==> src/rtl/vrf_pkg.sv <==
// Shared types for the VRF read-request channel and its bank-side responder.
package vrf_pkg;

   localparam int VRF_ADDR_WIDTH = 9;

   // One read request as presented by the per-bank arbiter.
   typedef struct packed {
      logic [4:0] vs;
      logic [1:0] readSource;
      logic [3:0] offset;
      logic [2:0] instructionIndex;
   } vrf_read_req_t;

   // The part of a request that travels alongside the SRAM access and is echoed back.
   typedef struct packed {
      logic [1:0] readSource;
      logic [2:0] instructionIndex;
   } vrf_read_resp_tag_t;

   localparam int VRF_TAG_WIDTH = $bits(vrf_read_resp_tag_t);

   // Bank SRAM word address: register index in the high bits, word offset in the low bits.
   function automatic logic [VRF_ADDR_WIDTH-1:0] vrf_addr(input vrf_read_req_t req);
      return {req.vs, req.offset};
   endfunction

   // Strip a request down to the tag that rides the read pipeline.
   function automatic vrf_read_resp_tag_t vrf_tag(input vrf_read_req_t req);
      vrf_read_resp_tag_t tag;
      tag.readSource       = req.readSource;
      tag.instructionIndex = req.instructionIndex;
      return tag;
   endfunction

endpackage

==> src/rtl/vrf_resp_fifo.sv <==
// Small synchronous FIFO holding completed read responses until the consumer takes them.
// DEPTH must be a power of two so the pointers wrap naturally.
module vrf_resp_fifo #(
   parameter int WIDTH = 37,
   parameter int DEPTH = 4
) (
   input  logic             clock,
   input  logic             reset,
   input  logic             enq,
   input  logic [WIDTH-1:0] enq_data,
   input  logic             deq,
   output logic [WIDTH-1:0] head_data,
   output logic             full,
   output logic             empty
);

   localparam int PTR_W = (DEPTH > 1) ? $clog2(DEPTH) : 1;
   localparam int CNT_W = $clog2(DEPTH + 1);
   localparam logic [CNT_W-1:0] CNT_FULL = CNT_W'(DEPTH);

   if (DEPTH < 2 || (DEPTH & (DEPTH - 1)) != 0) begin : g_bad_depth
      $error("vrf_resp_fifo: DEPTH must be a power of two and at least 2");
   end

   logic [WIDTH-1:0] mem [DEPTH];
   logic [PTR_W-1:0] wr_ptr;
   logic [PTR_W-1:0] rd_ptr;
   logic [CNT_W-1:0] count;
   logic             do_enq;
   logic             do_deq;

   assign full      = (count == CNT_FULL);
   assign empty     = (count == '0);
   assign do_enq    = enq & ~full;
   assign do_deq    = deq & ~empty;
   assign head_data = mem[rd_ptr];

   // Pointer and occupancy bookkeeping; a simultaneous push and pop leaves the count alone.
   always_ff @(posedge clock) begin
      if (reset) begin
         wr_ptr <= '0;
         rd_ptr <= '0;
         count  <= '0;
      end else begin
         if (do_enq) begin
            wr_ptr <= wr_ptr + PTR_W'(1);
         end
         if (do_deq) begin
            rd_ptr <= rd_ptr + PTR_W'(1);
         end
         if (do_enq && !do_deq) begin
            count <= count + CNT_W'(1);
         end else if (!do_enq && do_deq) begin
            count <= count - CNT_W'(1);
         end
      end
   end

   // Storage needs no reset: nothing is visible until the count says an entry is valid.
   always_ff @(posedge clock) begin
      if (do_enq) begin
         mem[wr_ptr] <= enq_data;
      end
   end

endmodule

==> src/rtl/vrf_read_responder.sv <==
// Bank-side responder: turns accepted read requests into SRAM reads, carries each
// request's tag through a fixed-latency pipeline and queues data+tag for the consumer.
// Credits are reserved at request time, so returning SRAM data always has a slot.
module vrf_read_responder
   import vrf_pkg::*;
#(
   parameter int DATA_WIDTH   = 32,
   parameter int READ_LATENCY = 2,
   parameter int RESP_DEPTH   = 4
) (
   input  logic                      clock,
   input  logic                      reset,
   output logic                      io_in_ready,
   input  logic                      io_in_valid,
   input  logic [4:0]                io_in_bits_vs,
   input  logic [1:0]                io_in_bits_readSource,
   input  logic [3:0]                io_in_bits_offset,
   input  logic [2:0]                io_in_bits_instructionIndex,
   input  logic                      io_out_ready,
   output logic                      io_out_valid,
   output logic [DATA_WIDTH-1:0]     io_out_bits_data,
   output logic [1:0]                io_out_bits_readSource,
   output logic [2:0]                io_out_bits_instructionIndex,
   output logic                      sram_ren,
   output logic [VRF_ADDR_WIDTH-1:0] sram_addr,
   input  logic [DATA_WIDTH-1:0]     sram_rdata
);

   if (READ_LATENCY < 1 || READ_LATENCY > 4) begin : g_bad_latency
      $error("vrf_read_responder: READ_LATENCY must be within 1..4");
   end
   if (RESP_DEPTH < READ_LATENCY + 1) begin : g_bad_depth
      $error("vrf_read_responder: RESP_DEPTH must be at least READ_LATENCY+1");
   end

   localparam int OCC_W   = $clog2(RESP_DEPTH + 1);
   localparam int ENTRY_W = DATA_WIDTH + VRF_TAG_WIDTH;
   localparam logic [OCC_W-1:0] OCC_FULL = OCC_W'(RESP_DEPTH);

   vrf_read_req_t      req;
   vrf_read_resp_tag_t req_tag;
   vrf_read_resp_tag_t head_tag;
   logic [OCC_W-1:0]   occ;
   logic               in_ready;
   logic               fire;
   logic               out_valid;
   logic               deq;
   logic               enq_valid;
   logic [ENTRY_W-1:0] enq_entry;
   logic [ENTRY_W-1:0] head_entry;
   logic               fifo_full;
   logic               fifo_empty;

   logic               pipe_valid [READ_LATENCY];
   vrf_read_resp_tag_t pipe_tag   [READ_LATENCY];

   assign req.vs               = io_in_bits_vs;
   assign req.readSource       = io_in_bits_readSource;
   assign req.offset           = io_in_bits_offset;
   assign req.instructionIndex = io_in_bits_instructionIndex;
   assign req_tag              = vrf_tag(req);

   // Acceptance depends only on the registered occupancy, never on io_out_ready.
   assign in_ready    = (occ < OCC_FULL) & ~reset;
   assign fire        = io_in_valid & in_ready;
   assign io_in_ready = in_ready;

   // The SRAM read is issued in the same cycle the request is accepted.
   assign sram_ren  = fire;
   assign sram_addr = vrf_addr(req);

   // Valid bits of the tag pipeline; cleared on reset so late data from
   // discarded requests never reaches the response FIFO.
   always_ff @(posedge clock) begin
      if (reset) begin
         for (int i = 0; i < READ_LATENCY; i++) begin
            pipe_valid[i] <= 1'b0;
         end
      end else begin
         pipe_valid[0] <= fire;
         for (int i = 1; i < READ_LATENCY; i++) begin
            pipe_valid[i] <= pipe_valid[i-1];
         end
      end
   end

   // Tag payload shifts every cycle in step with the valid bits; it is only
   // consumed where the matching valid is set, so it needs no reset.
   always_ff @(posedge clock) begin
      pipe_tag[0] <= req_tag;
      for (int i = 1; i < READ_LATENCY; i++) begin
         pipe_tag[i] <= pipe_tag[i-1];
      end
   end

   // The last pipeline stage lines up with the cycle sram_rdata belongs to its request.
   assign enq_valid = pipe_valid[READ_LATENCY-1];
   assign enq_entry = {sram_rdata, pipe_tag[READ_LATENCY-1]};

   vrf_resp_fifo #(
      .WIDTH (ENTRY_W),
      .DEPTH (RESP_DEPTH)
   ) u_resp_fifo (
      .clock     (clock),
      .reset     (reset),
      .enq       (enq_valid),
      .enq_data  (enq_entry),
      .deq       (deq),
      .head_data (head_entry),
      .full      (fifo_full),
      .empty     (fifo_empty)
   );

   assign out_valid    = ~fifo_empty & ~reset;
   assign deq          = out_valid & io_out_ready;
   assign io_out_valid = out_valid;

   assign io_out_bits_data             = head_entry[ENTRY_W-1 -: DATA_WIDTH];
   assign head_tag                     = vrf_read_resp_tag_t'(head_entry[VRF_TAG_WIDTH-1:0]);
   assign io_out_bits_readSource       = head_tag.readSource;
   assign io_out_bits_instructionIndex = head_tag.instructionIndex;

   // Credit counter: in-flight reads plus queued responses, bumped by each accept
   // and dropped by each dequeue.
   always_ff @(posedge clock) begin
      if (reset) begin
         occ <= '0;
      end else begin
         case ({fire, deq})
            2'b10:   occ <= occ + OCC_W'(1);
            2'b01:   occ <= occ - OCC_W'(1);
            default: occ <= occ;
         endcase
      end
   end

   // Credits reserved at accept time mean returning data always finds a free slot.
   no_overrun: assert property (@(posedge clock) disable iff (reset) enq_valid |-> !fifo_full);

endmodule

==> config.mk <==
export PLATFORM = sky130hd
export DESIGN_NAME = vrf_read_responder
export DESIGN_NICKNAME = d
export VERILOG_FILES = /design/src/rtl/vrf_pkg.sv /design/src/rtl/vrf_resp_fifo.sv /design/src/rtl/vrf_read_responder.sv
export SDC_FILE = /design/constraint.sdc
export NUM_CORES = 1
export LEC_CHECK = 0
export BUFFER_PORTS_ARGS = -buffer_cell sky130_fd_sc_hd__buf_2
export CAP_MARGIN = 30
export CORE_MARGIN = 5
export CORE_UTILIZATION = 55
export DETAILED_ROUTE_END_ITERATION = 12
export PLACE_DENSITY = 0.86
export SYNTH_ARGS = -nofsm -noshare
export SYNTH_HDL_FRONTEND = slang
export SYNTH_HIERARCHICAL = 1
export SYNTH_SLANG_ARGS = --single-unit
==> constraint.sdc <==
create_clock -name clock -period 4.4 [get_ports clock]
set_input_delay 1.1 -clock clock [delete_from_list [all_inputs] [get_ports clock]]
set_output_delay 1.1 -clock clock [all_outputs]
set_load 0.005 [all_outputs]
==> summary.md <==
| Metric | Value |
|---|---|
| Delay-heaviest family, CP | multiplexers |
| Clock Tree Root | clkbuf_16 |
| Buffers & Inverters on Critical Path | 2 |
| Clk sinks | roughly 170 |
| Via density per instance | 5.42 |
| Worst slew pin tran | 500 ps |
| Post-Syn Nets | between 300 and 400 |
| Crit Path Max Fanout | 22 |
| Max clock buf depth | 2 |
| Power Total | 3.44 mW |
| Ratio of cells with drive above 1 in the final layout | a little over two fifths |
| Antenna violations before repair | 1 |
| Via count | 2871 |
| Power Density | 459 mW/mm2 |
| Worst EP arrival | 1890 ps |
| Post-CTS setup buffers | 0 |
| Diode count | 0 |
| Max cap viols | 0 |
| Final core occ | 66.0% |
| Fmax | 334 MHz |
| Vias in the first global route | 3106 |
| Die extent in x | 117 um |
| Top cells by area, synth | edfxtp_1 (70%), mux4_2 (12%), dfxtp_1 (7.6%) |
| Crit-path max cell delay | ~590 ps |
| First-pass DRT Iterations | 6 |
| WP data required | 3300 ps |
| Chip height | 117 um |
| Crit path kind | reg2out |
| # rows | 39 |
| Cell variety after synth | 27 |
| Final Wtd Congestion | around 0.75 |
| Worst-Skew Late Latency | 410 ps |
| Die area | 0.0138 mm2 |
| Post-Syn Area | 0.00634 mm2 |
| Net count, final | 432 |
| Largest net degree at the start of global routing | 38 |
| Placed cells | 497 |
| Initial DRC count | roughly 160 |
| Hpwl dp | between 6000 and 7000 um |
| Startpoint Class | flop |
| Sequential area share after synthesis | between 70% and 80% |
| Final setup margin | 1410 ps |
| Maximum vdd drop | 0.259 mV |
| Fin. max-slew vios | 0 |
| IO Port Bufs | 80 |
| Number of synthesized flops with an enable pin | roughly 150 |
| Slowest-stage cell, CP | mux4_2 |
| Detail Route Antenna Nets | 0 |
| Setup slack, reg-to-reg | 2080 ps |
| Clock tree from TritonCTS | yes |
| Area Overhead vs Synth | 18.3% |
| Fill cells | between 700 and 800 |
| Setup_tns | 0 ps |
| Status | completed |
| # DRC | 0 |
| Count of hold-fix buffers inserted at cts | 0 |
| WL final | 10300 um |
| Avg Cell Area, Syn | roughly 22 um2 |
| Most frequent cell after synthesis | edfxtp_1 |
| Ys Warns | 6 |
| Initial Utilization | approximately 56% |
| First-pass GRT wire length | 16600 um |
| Post-synth top flop | edfxtp_1 |
| Grt total ovfl | 0 |
| Top post-synthesis cells by count | edfxtp_1 (148), mux4_2 (35), dfxtp_1 (24) |
| Reg clk slew, reported paths | about 60 ps |
| Clock period minus worst slack | 2990 ps |
| Crit. End Element | output port |
| Crit path cell chain | buf_4 > mux4_2 > buf_2 |
| Core footprint | 0.0114 mm2 |
| H-tree level count | 4 |
| Post_cts resized | 0 |
| Final Skew | slightly above 10 ps |
| DR WL/cell | 19.4 um |
| Synth top area share | around 70% |
| Unrepaired setup endpoints after global routing | no |
| I/O Pins | between 90 and 100 |
| Non-filler cells, final | 530 |
| Hold Crit Class | reg2reg |
| Setup violations, final | 0 |
| Worst relative slew slack | 66.6% |
| Final hold violation count | 0 |
| Final Cycle Share | about two thirds |
| Place WS | 1310 ps |
| Post-synth top area cell | edfxtp_1 |
| Post-synthesis cell count | 286 |
| Gr usage total | 15.8% |
| FFs w/ async S/R, synth | 0% |
| Total CTS buffers | 17 |
| Leak | 2.57 nW |
| Post-synthesis register bit count | 172 |
==> final cells by class <==
cell class | count | area, um2 | share of cell area, %
clock buffer | 21 | 480 | 6.41
inverter | 9 | 33.8 | 0.451
clock inverter | 11 | 134 | 1.79
multi-input combinational | 87 | 1220 | 16.3
tap | 143 | 179 | 2.39
sequential | 172 | 4930 | 65.7
timing repair buffer | 87 | 523 | 6.97
==> path summary, 6_finish.rpt <==
path | cells after the start | startpoint | to
max | 3 | flop | io_out_bits_instructionIndex[0]
min | 0 | pipe_tag[0][4] | pipe_tag[0][9]
max reg2reg | 10 | u_resp_fifo/count[0] | u_resp_fifo/count[2]
min reg2reg | 0 | pipe_tag[0][4] | pipe_tag[0][9]
==> placed cells by master (no fill, tap or decap) <==
cell type / count
xor2_1: 6
edfxtp_1: 148
nor2_1: 11
fa_1: 2
inv_6: 2
buf_12: 4
clkinvlp_4: 4
and2_2: 4
nor3_1: 1
dfxtp_2: 2
buf_2: 80
ha_1: 6
clkbuf_16: 17
nor2b_1: 1
and2_1: 1
o31ai_2: 1
mux4_2: 35
or3_1: 3
clkinv_4: 3
buf_16: 1
nand2_1: 1
nor3b_2: 1
a21oi_1: 4
bufinv_16: 2
mux4_1: 2
nand2b_1: 2
dfxtp_1: 22
mux2i_1: 2
inv_1: 9
buf_4: 2
o21ai_0: 3
clkbuf_8: 4
o311ai_0: 1
==> per-stage QoR <==
step / area, um2 / hold slack [ps]
2_1_floorplan: 6340 / 310
3_3_place_gp: 6780 / 312
3_5_place_dp: 6860 / 312
4_1_cts: 7470 / 326
5_1_grt: 7500 / 340
6_report: 7500 / 325
==> worst register-to-register path: cells and delay by family (launching register included) <==
kind / cells / cell delay (ps)
XOR/XNOR: 1 / 160
flip-flops: 1 / 390
adder cells (fa/ha/maj): 2 / 620
AO/OA/AOI/OAI: 2 / 230
AND/OR/NAND/NOR: 4 / 800
buffers and inverters: 1 / 60
==> per-layer routing <==
metal  part of all wire, %  wire, um  track usage, %
met1                    43      4430            19.8
met2                    51      5230            26.0
met3                   5.0       511            5.34
met4                  0.94        97            5.22
met5                 0.068         7               0
==> sequential cells by signal, summed over array words and instances (netlist names), named ones only <==
| name | cells |
|---|---|
| occ | 3 |
| u_resp_fifo/wr_ptr | 2 |
| u_resp_fifo/rd_ptr | 2 |
| pipe_tag | 10 |
| pipe_valid | 2 |
| u_resp_fifo/count | 3 |
| u_resp_fifo/mem | 148 |
==> power by group <==
group          total (mW)  internal (mW)  switching [mW]
Clock                1.49          0.903           0.591
Sequential           1.81           1.80          0.0148
Combinational       0.133         0.0649          0.0680
==> cell families (layout without fill, tap and decap cells) <==
logic type,Yosys count,in the layout,synth area share (%)
muxes,39,39,13.6
and+or+nand+nor,25,25,2.07
AOI/OAI and AO/OA,9,9,0.888
adders and majority gates,8,8,1.82
buffers and inverters,27,128,3.10
xor gates and xnor gates,6,6,0.829
DFF,172,172,77.7
Note: power is estimated with default switching activity, not from simulation.
